`config.mk`:
```
export PLATFORM = sky130hd
export DESIGN_NAME = lamp_input_bank_flat
export DESIGN_NICKNAME = d
export VERILOG_FILES = /design/src/rtl/lamp_input_bank_if.sv /design/src/rtl/lamp_input_bank.sv /design/src/flat_wrapper.sv
export SDC_FILE = /design/constraint.sdc
export NUM_CORES = 1
export LEC_CHECK = 0
export CORE_MARGIN = 2
export CORE_UTILIZATION = 45
export CTS_BUF_LIST = sky130_fd_sc_hd__clkbuf_16
export DETAILED_ROUTE_END_ITERATION = 16
export GPL_TIMING_DRIVEN = 0
export PLACE_DENSITY = 0.71
export SLEW_MARGIN = 5
export SYNTH_ARGS = -nofsm -noshare
export SYNTH_HDL_FRONTEND = slang
export SYNTH_SLANG_ARGS = --single-unit
```
`constraint.sdc`:
```
create_clock -name clk -period 3.7 [get_ports clk]
set_input_delay 0.74 -clock clk [delete_from_list [all_inputs] [get_ports clk]]
set_output_delay 0.74 -clock clk [all_outputs]
set_load 0.02 [all_outputs]
```
`src/rtl/lamp_input_bank_if.sv`:
```
// Bus between the lamp input bank and its driver/evaluator side.
// The bank side uses modport slave; the wire/evaluator side uses modport master.
interface lamp_input_bank_if #(
    parameter int unsigned LAMP_COUNT = 2,
    parameter int unsigned CNT_WIDTH  = 8
);
    logic [LAMP_COUNT-1:0] wire_pulse;
    logic                  frame_end;
    logic [LAMP_COUNT-1:0] lamp_state;
    logic                  snap_valid;
    logic [LAMP_COUNT-1:0] snap_data;
    logic                  snap_ready;
    logic [CNT_WIDTH-1:0]  coalesce_cnt;

    modport master (
        output wire_pulse, frame_end, snap_ready,
        input  lamp_state, snap_valid, snap_data, coalesce_cnt
    );

    modport slave (
        input  wire_pulse, frame_end, snap_ready,
        output lamp_state, snap_valid, snap_data, coalesce_cnt
    );
endinterface

```
`src/rtl/lamp_input_bank.sv`:
```
// Toggles lamp levels from wire pulses and offers a snapshot per changed frame
// over valid/ready, coalescing frames that end while an offer is still pending.
module lamp_input_bank #(
    parameter int unsigned LAMP_COUNT = 2,
    parameter int unsigned CNT_WIDTH  = 8
) (
    input logic               clk,
    input logic               logic_reset,
    lamp_input_bank_if.slave  bus
);
    typedef enum logic [1:0] {
        IDLE = 2'd0,
        HOLD = 2'd1,
        PEND = 2'd2
    } state_t;

    state_t                state, state_next;
    logic [LAMP_COUNT-1:0] lamp_state;
    logic [LAMP_COUNT-1:0] last_sent;
    logic [LAMP_COUNT-1:0] frame_latch;
    logic [LAMP_COUNT-1:0] snap_data;
    logic [LAMP_COUNT-1:0] lamps_next;
    logic [LAMP_COUNT-1:0] load_val;
    logic                  snap_valid;
    logic                  xfer;
    logic                  load;
    logic                  latch_en;
    logic                  cnt_inc;
    logic [CNT_WIDTH-1:0]  coalesce_cnt;

    always_comb begin
        lamps_next = lamp_state ^ bus.wire_pulse;
        xfer       = snap_valid && bus.snap_ready;
        state_next = state;
        load       = 1'b0;
        load_val   = lamps_next;
        latch_en   = 1'b0;
        cnt_inc    = 1'b0;
        unique case (state)
            IDLE: begin
                if (bus.frame_end && (lamps_next != last_sent)) begin
                    load       = 1'b1;
                    state_next = HOLD;
                end
            end
            HOLD: begin
                if (xfer) begin
                    if (bus.frame_end && (lamps_next != last_sent)) begin
                        load       = 1'b1;
                        state_next = HOLD;
                    end else begin
                        state_next = IDLE;
                    end
                end else if (bus.frame_end && (lamps_next != last_sent)) begin
                    latch_en   = 1'b1;
                    state_next = PEND;
                end
            end
            PEND: begin
                if (xfer) begin
                    // A frame ending on the transfer cycle supersedes the latched one.
                    load_val = bus.frame_end ? lamps_next : frame_latch;
                    if (load_val != last_sent) begin
                        load       = 1'b1;
                        state_next = HOLD;
                    end else begin
                        state_next = IDLE;
                    end
                end else if (bus.frame_end) begin
                    latch_en = 1'b1;
                    cnt_inc  = 1'b1;
                end
            end
            default: state_next = IDLE;
        endcase
    end

    always_ff @(posedge clk) begin
        if (logic_reset) begin
            state        <= IDLE;
            lamp_state   <= '0;
            last_sent    <= '0;
            frame_latch  <= '0;
            snap_data    <= '0;
            snap_valid   <= 1'b0;
            coalesce_cnt <= '0;
        end else begin
            state      <= state_next;
            lamp_state <= lamps_next;
            // Registered copy of the offer flag keeps snap_valid a pure flop output.
            snap_valid <= (state_next != IDLE);
            if (load) begin
                snap_data <= load_val;
                last_sent <= load_val;
            end
            if (latch_en) begin
                frame_latch <= lamps_next;
            end
            if (cnt_inc && (coalesce_cnt != '1)) begin
                coalesce_cnt <= coalesce_cnt + 1'b1;
            end
        end
    end

    assign bus.lamp_state   = lamp_state;
    assign bus.snap_valid   = snap_valid;
    assign bus.snap_data    = snap_data;
    assign bus.coalesce_cnt = coalesce_cnt;
endmodule

```
`src/flat_wrapper.sv`:
```
// flat-port wrapper written by rule: the top's interface ports become plain ports
module lamp_input_bank_flat 
#(
    parameter int unsigned LAMP_COUNT = 2,
    parameter int unsigned CNT_WIDTH  = 8
)
  (clk, logic_reset, bus_wire_pulse, bus_frame_end, bus_snap_ready, bus_lamp_state, bus_snap_valid, bus_snap_data, bus_coalesce_cnt);
  lamp_input_bank_if #(.LAMP_COUNT(LAMP_COUNT), .CNT_WIDTH(CNT_WIDTH)) bus_i ();
  input logic clk;
  input logic logic_reset;
  input wire logic [$bits(bus_i.wire_pulse)-1:0] bus_wire_pulse;
  input wire logic [$bits(bus_i.frame_end)-1:0] bus_frame_end;
  input wire logic [$bits(bus_i.snap_ready)-1:0] bus_snap_ready;
  output wire logic [$bits(bus_i.lamp_state)-1:0] bus_lamp_state;
  output wire logic [$bits(bus_i.snap_valid)-1:0] bus_snap_valid;
  output wire logic [$bits(bus_i.snap_data)-1:0] bus_snap_data;
  output wire logic [$bits(bus_i.coalesce_cnt)-1:0] bus_coalesce_cnt;
  assign bus_i.wire_pulse = bus_wire_pulse;
  assign bus_i.frame_end = bus_frame_end;
  assign bus_i.snap_ready = bus_snap_ready;
  assign bus_lamp_state = bus_i.lamp_state;
  assign bus_snap_valid = bus_i.snap_valid;
  assign bus_snap_data = bus_i.snap_data;
  assign bus_coalesce_cnt = bus_i.coalesce_cnt;
  lamp_input_bank #(.LAMP_COUNT(LAMP_COUNT), .CNT_WIDTH(CNT_WIDTH)) u_core (.clk(clk), .logic_reset(logic_reset), .bus(bus_i));
endmodule
```
### Word-level counts from Yosys, hierarchy flattened

Index checks and enable logic that the tools add are counted.

| storage, ports and cells | value |
|---|---|
| logic and storage cells | 38 |
| memories | 0 |
| flip-flop bits (word level) | 17 |
| memory bits (writable) | 0 |
| ROM bits | 0 |
| output and inout bits | 13 |
| input bits | 6 |
| bits in latches | 0 |

| operators by class | value |
|---|---|
| shift-type cells | 0 |
| add/subtract/negate cells | 1 |
| reduce and logical (&&, ||, !) cells | 5 |
| div/mod/pow operators | 0 |
| $mul | 0 |
| muxes and demuxes | 20 |
| bitwise gates (word level) | 1 |
| magnitude comparators | 0 |
| equal/unequal tests | 5 |

Operator list:

| operator | number |
|---|---|
| 2-bit 2-to-1 mux | 7 |
| 1-bit 2-to-1 mux | 10 |
| 8-bit by 1-bit adder with 8-bit output, second input constant | 1 |
| 8-bit != test, second input constant | 1 |
| 2-bit case mux with 3 select lines | 1 |
| 2-bit != test | 2 |
| 1-bit logical AND | 3 |
| 1-bit case mux with 3 select lines | 1 |
| 2-bit by 1-bit equality test with 1-bit output, second input constant | 1 |
| 2-bit equality test, second input constant | 1 |
| 2-bit logical NOT | 1 |
| 1-bit case mux with 2 select lines | 1 |
| 2-bit nonzero test | 1 |
| 2-bit XOR | 1 |

### Depth between registers and ports, before layout

Gate-level depths: netlist (run 1).

| depth | value |
|---|---|
| word-level depth | 7 |
| gate-level depth with buffers | 7 |
| depth with buffers taken out | 7 |

### Worst setup path before layout (run 1)

No wires, ideal clock.

| timing | value |
|---|---|
| path kind | input to register |
| start | input bus_frame_end |
| end | register u_core.last_sent[0] |
| slack | 1.477 ns |
| library setup time | 0.121 ns |
| required time | 3.579 ns |
| stages | 6 |
| arrival | 2.102 ns |
| buffers on the path | 1 |
| path through | clkbuf_1 > nand2_1 > o22ai_1 > or4_1 > a22oi_2 > mux2_2 |

| between the ends | value |
|---|---|
| word-level cells in the longest chain between the ends | 5 |
| elaborated cells between the ends (all ways) | 10 |
| classes of those cells | eq/ne: 1; mux: 8; reduce/logical: 1 |

RTL lines:

| what | line | text |
|---|---|---|
| from (decl) | flat_wrapper.sv:12 | `input wire logic [$bits(bus_i.frame_end)-1:0] bus_frame_end;` |
| 2-bit 2-to-1 mux | lamp_input_bank.sv:62 | `load_val = bus.frame_end ? lamps_next : frame_latch;` |
| 2-bit != test | lamp_input_bank.sv:63 | `if (load_val != last_sent) begin` |
| 1-bit 2-to-1 mux | lamp_input_bank.sv:63 |  |
| 1-bit 2-to-1 mux | lamp_input_bank.sv:60 | `if (xfer) begin` |
| 1-bit case mux with 3 select lines | lamp_input_bank.sv:39 | `unique case (state)` |
| to (signal assigned) | lamp_input_bank.sv:94 | `last_sent <= load_val;` |
| to (decl) | lamp_input_bank.sv:19 | `logic [LAMP_COUNT-1:0] last_sent;` |

Several ways; a longest one is shown, not always the timed one.
A chain may end at the register's enable or synchronous reset.

### Final worst setup path (run 1)

| timing | value |
|---|---|
| start | input bus_wire_pulse[0] |
| end | register u_core.last_sent[0] |

| between the ends | value |
|---|---|
| word-level cells in the longest chain between the ends | 6 |
| elaborated cells between the ends (all ways) | 12 |
| classes of those cells | eq/ne: 2; mux: 8; bitwise: 1; reduce/logical: 1 |

RTL lines:

| what | line | text |
|---|---|---|
| from (decl) | flat_wrapper.sv:11 | `input wire logic [$bits(bus_i.wire_pulse)-1:0] bus_wire_pulse;` |
| 2-bit XOR (*) | lamp_input_bank.sv:32 | `lamps_next = lamp_state ^ bus.wire_pulse;` |
| 2-bit 2-to-1 mux or 2-bit != test (tied branches) | lamp_input_bank.sv:62, lamp_input_bank.sv:41, lamp_input_bank.sv:48 |  |
| 2-bit != test or 1-bit logical AND (tied branches) | lamp_input_bank.sv:63, lamp_input_bank.sv:41, lamp_input_bank.sv:48 |  |
| 1-bit 2-to-1 mux (on tied branches) | lamp_input_bank.sv:63, lamp_input_bank.sv:41, lamp_input_bank.sv:48 |  |
| 1-bit 2-to-1 mux (on tied branches) | lamp_input_bank.sv:60, lamp_input_bank.sv:47 |  |
| 1-bit case mux with 3 select lines | lamp_input_bank.sv:39 |  |

Every way passes the cells marked *; elsewhere a longest branch is shown, timed or not.

==> impl_metrics.py, run 1 <==
metrics = {
    "timing": {
        "tightest_slew_ns": 0.731,
        "skew_ns": 0.00745,
        "timing.setup.tns_ns": 0,
        "fin_crit_sh": 0.730,
        "fmax_ghz": 0.370,
        "drv_slew": 0,
        "rsz0062_at_grt": "false",
        "period_needed_ns": 2.70,
        "relSlewSlack": 0.512,
        "setup_viol": 0,
        "hold_viol_final": 0,
    },
    "route": {
        "ant_nets": 0,
        "dr.pass1.iters": 4,
        "num_vias": 869,
        "drt_wl_total_um": 2030,
        "wl_per_cell_um": 12.3,
        "route.detailed.drc": 0,
        "drt_iter0_markers": 12,
        "vias_per_cell": 5.27,
    },
    "critical_path": {
        "path_delay_family": "simple AND/OR/NAND/NOR gates",
        "worstPathArrival_ns": 2.84,
        "cpMaxStageDelayCell": "or4_1",
        "critPathKind": "in2reg",
        "cp_max_fo": 4,
        "critPathLaunchType": "input port",
        "worst_setup_path_end_kind": "flip-flop",
        "max_stage_delay_ns": 0.52,
        "path_cells": "clkdlybuf4s50_1 -> xnor2_1 -> a211oi_1 -> or4_1 -> a22oi_2 -> mux2_2",
        "path_buf_inv": 1,
        "crit_required_ns": 3.84,
    },
    "synthesis": {
        "netlist_area_sq_um": 996,
        "synthesis.nets": 128,
        "synth-edff-count": 0,
        "synth_warnings": 0,
        "syn_inst": 117,
        "synth.avg_cell_area_sq_um": 8.51,
        "ys_ff_latch": 17,
        "ys.flop_type": "dfxtp_1",
        "ys_seq_area_frac": 0.342,
        "ys_async_sr_fraction": 0,
        "synth.distinct_cells": 34,
    },
    "grt": {
        "antenna_found_initial": 0,
        "grt_pass1_wl_um": 3560,
        "grt-ovfl-total": 0,
        "grt_usage": 0.184,
        "grt_pass1_vias": 841,
        "grt_max_degree": 11,
    },
    "finish": {
        "postLayoutCellArea_sq_um": 1270,
        "area_delta_synth_final_pct": 27.5,
        "layout-drive-gt1-share": 0.0438,
        "nFillCells": 208,
        "most-common-layout-cells": "nor2_1 (18), dfxtp_1 (17), clkdlybuf4s50_1 (16)",
        "layout_commonest_cell": "nor2_1",
        "num_antenna_cells": 0,
        "nNetsFinal": 149,
    },
    "power_and_ir_drop": {
        "peakVddDrop_mv": 0.335,
        "p_leak_nw": 0.478,
        "power_uw": 675,
        "cellPowerDensity_nw_per_um2": 532,
    },
    "placed_design": {
        "portBuffers": 16,
        "place_area_sq_um": 1190,
        "place_congestion": 0.801,
        "dpl.hpwl_um": 1520,
    },
    "clock_tree": {
        "htreeDepth": 1,
        "clock-sinks": 17,
        "postCtsResizedCells": 0,
        "post_cts_buffers": 0,
        "cts_buffer_depth": 2,
        "clk_latency_ns": 0.25,
        "cts_tree": "yes",
        "cts.hold.buffers_added": 0,
        "root_buffer": "clkbuf_16",
        "cts-buffers-inserted": 3,
        "path_clk_slew_ns": 0.05,
    },
    "floorplanning": {
        "num_io_pins": 19,
        "dieArea_sq_um": 2610,
        "fp-row-count": 17,
        "die_w_um": 51.0,
        "die_h_um": 51.0,
        "core-area_sq_um": 2150,
        "start_util": 0.464,
    },
    "min_path": {
        "min_path_type": "reg2reg",
    },
    "flow_run": {
        "maxCapViolCount": 0,
    },
    "status": {
        "status": "finished, final reports clean",
    },
}
==> Yosys cell counts, types with 2 or more instances <==
cell type  instances  area, sq um
nor2_1            18         67.6
dfxtp_1           17          340
a21oi_1            7         35.0
xnor2_1            7         61.3
inv_1              6         22.5
nand2_1            6         22.5
a211oi_1           5         37.5
ha_1               5         62.6
nor3_1             5         25.0
clkbuf_1           4         15.0
nand3_1            4         20.0
o21ai_0            3         15.0
xor2_1             3         26.3
mux2_2             2         22.5
mux2i_1            2         20.0
nand2b_1           2         12.5
nor2b_1            2         12.5
o22ai_1            2         12.5
xnor3_1            2         45.0
==> logic make-up after synthesis <==
family / after synthesis / share of synthesized area
AND/OR/NAND/NOR: 44 / 0.207
AO/OA/AOI/OAI: 25 / 0.175
XOR/XNOR: 12 / 0.133
flip-flops: 17 / 0.342
multiplexers: 4 / 0.0427
adder cells (fa/ha/maj): 5 / 0.0628
buffers and inverters: 10 / 0.0377
==> layout make-up <==
class | count | area [sq um] | share of cell area
clock inverters | 1 | 3.75 | 0.00296
flip-flops and latches | 17 | 340 | 0.268
clock buffers | 3 | 75.1 | 0.0591
well taps | 28 | 35.0 | 0.0276
multi-input cells | 90 | 618 | 0.487
inverters | 6 | 22.5 | 0.0177
plain buffers | 4 | 15.0 | 0.0118
repair buffers | 16 | 160 | 0.126
==> per-stage QoR <==
| step | utilization | setup WS, ns | hold slack [ns] | instances |
|---|---|---|---|---|
| 6_report | 0.591 | 1.00 | 0.537 | 165 |
| 3_5_place_dp | 0.554 | 0.765 | 0.531 | 161 |
| 3_3_place_gp | 0.554 | 0.764 | 0.517 | 161 |
| 4_1_cts | 0.591 | 1.01 | 0.535 | 165 |
| 2_1_floorplan | - | 1.48 | 0.498 | 117 |
| 5_1_grt | 0.591 | 0.846 | 0.582 | 165 |
==> worst min-delay path: stages (launching register included) <==
cell,delay (ns)
dfxtp_1,0.33
nor2_1,0.11
a211oi_1,0.05
==> metal layers <==
layer  share of wire  vias up  track usage  wire (um)
li1                -      454            -          -
met1            0.47      391        0.214        952
met4           0.011        0       0.0676         23
met2            0.47       20        0.307        946
met3           0.055        4       0.0673        111
met5               0        -            0          0
==> where the power goes <==
group / internal (mW) / switching (mW)
registers: 0.207 / 0.0252
logic: 0.109 / 0.119
clock network: 0.143 / 0.0716
total: 0.459 / 0.216
==> path summary, 6_finish.rpt <==
check,startpoint,endpoint,slack (ns),cells after the start
setup / recovery,bus_wire_pulse[0],u_core.last_sent[0],1.0,6
hold / removal,u_core.frame_latch[0],u_core.frame_latch[0],0.54,2
setup reg to reg,u_core.bus.lamp_state[0],u_core.last_sent[0],1.67,5
hold reg to reg,u_core.frame_latch[0],u_core.frame_latch[0],0.54,2
==> state kept, by name, summed over array words and instances (netlist names) <==
register and cells:
u_core.last_sent 2, u_core.bus.lamp_state 2, u_core.bus.snap_valid 1, u_core.frame_latch 2, u_core.state 2, u_core.bus.coalesce_cnt 8
No activity file was read; power rests on OpenSTA's default activity.
==> run 2, diff against run 1 <==
==> constraint.sdc (replaced) <==
create_clock -name clk -period 2.7 [get_ports clk]
set_input_delay 0.54 -clock clk [delete_from_list [all_inputs] [get_ports clk]]
set_output_delay 0.54 -clock clk [all_outputs]
set_load 0.02 [all_outputs]
==> results of run 2 <==
The final DEF is identical to that of run 1. Status: finished, final reports clean.
Among the figures that moved: setup slack after placement 0.765 ns -> -0.0348 ns; setup slack after layout 1.00 ns -> 0.200 ns; register-to-register setup slack 1.67 ns -> 0.67 ns; total power 0.675 mW -> 0.925 mW; worst IR drop on VDD 0.335 mV -> 0.459 mV
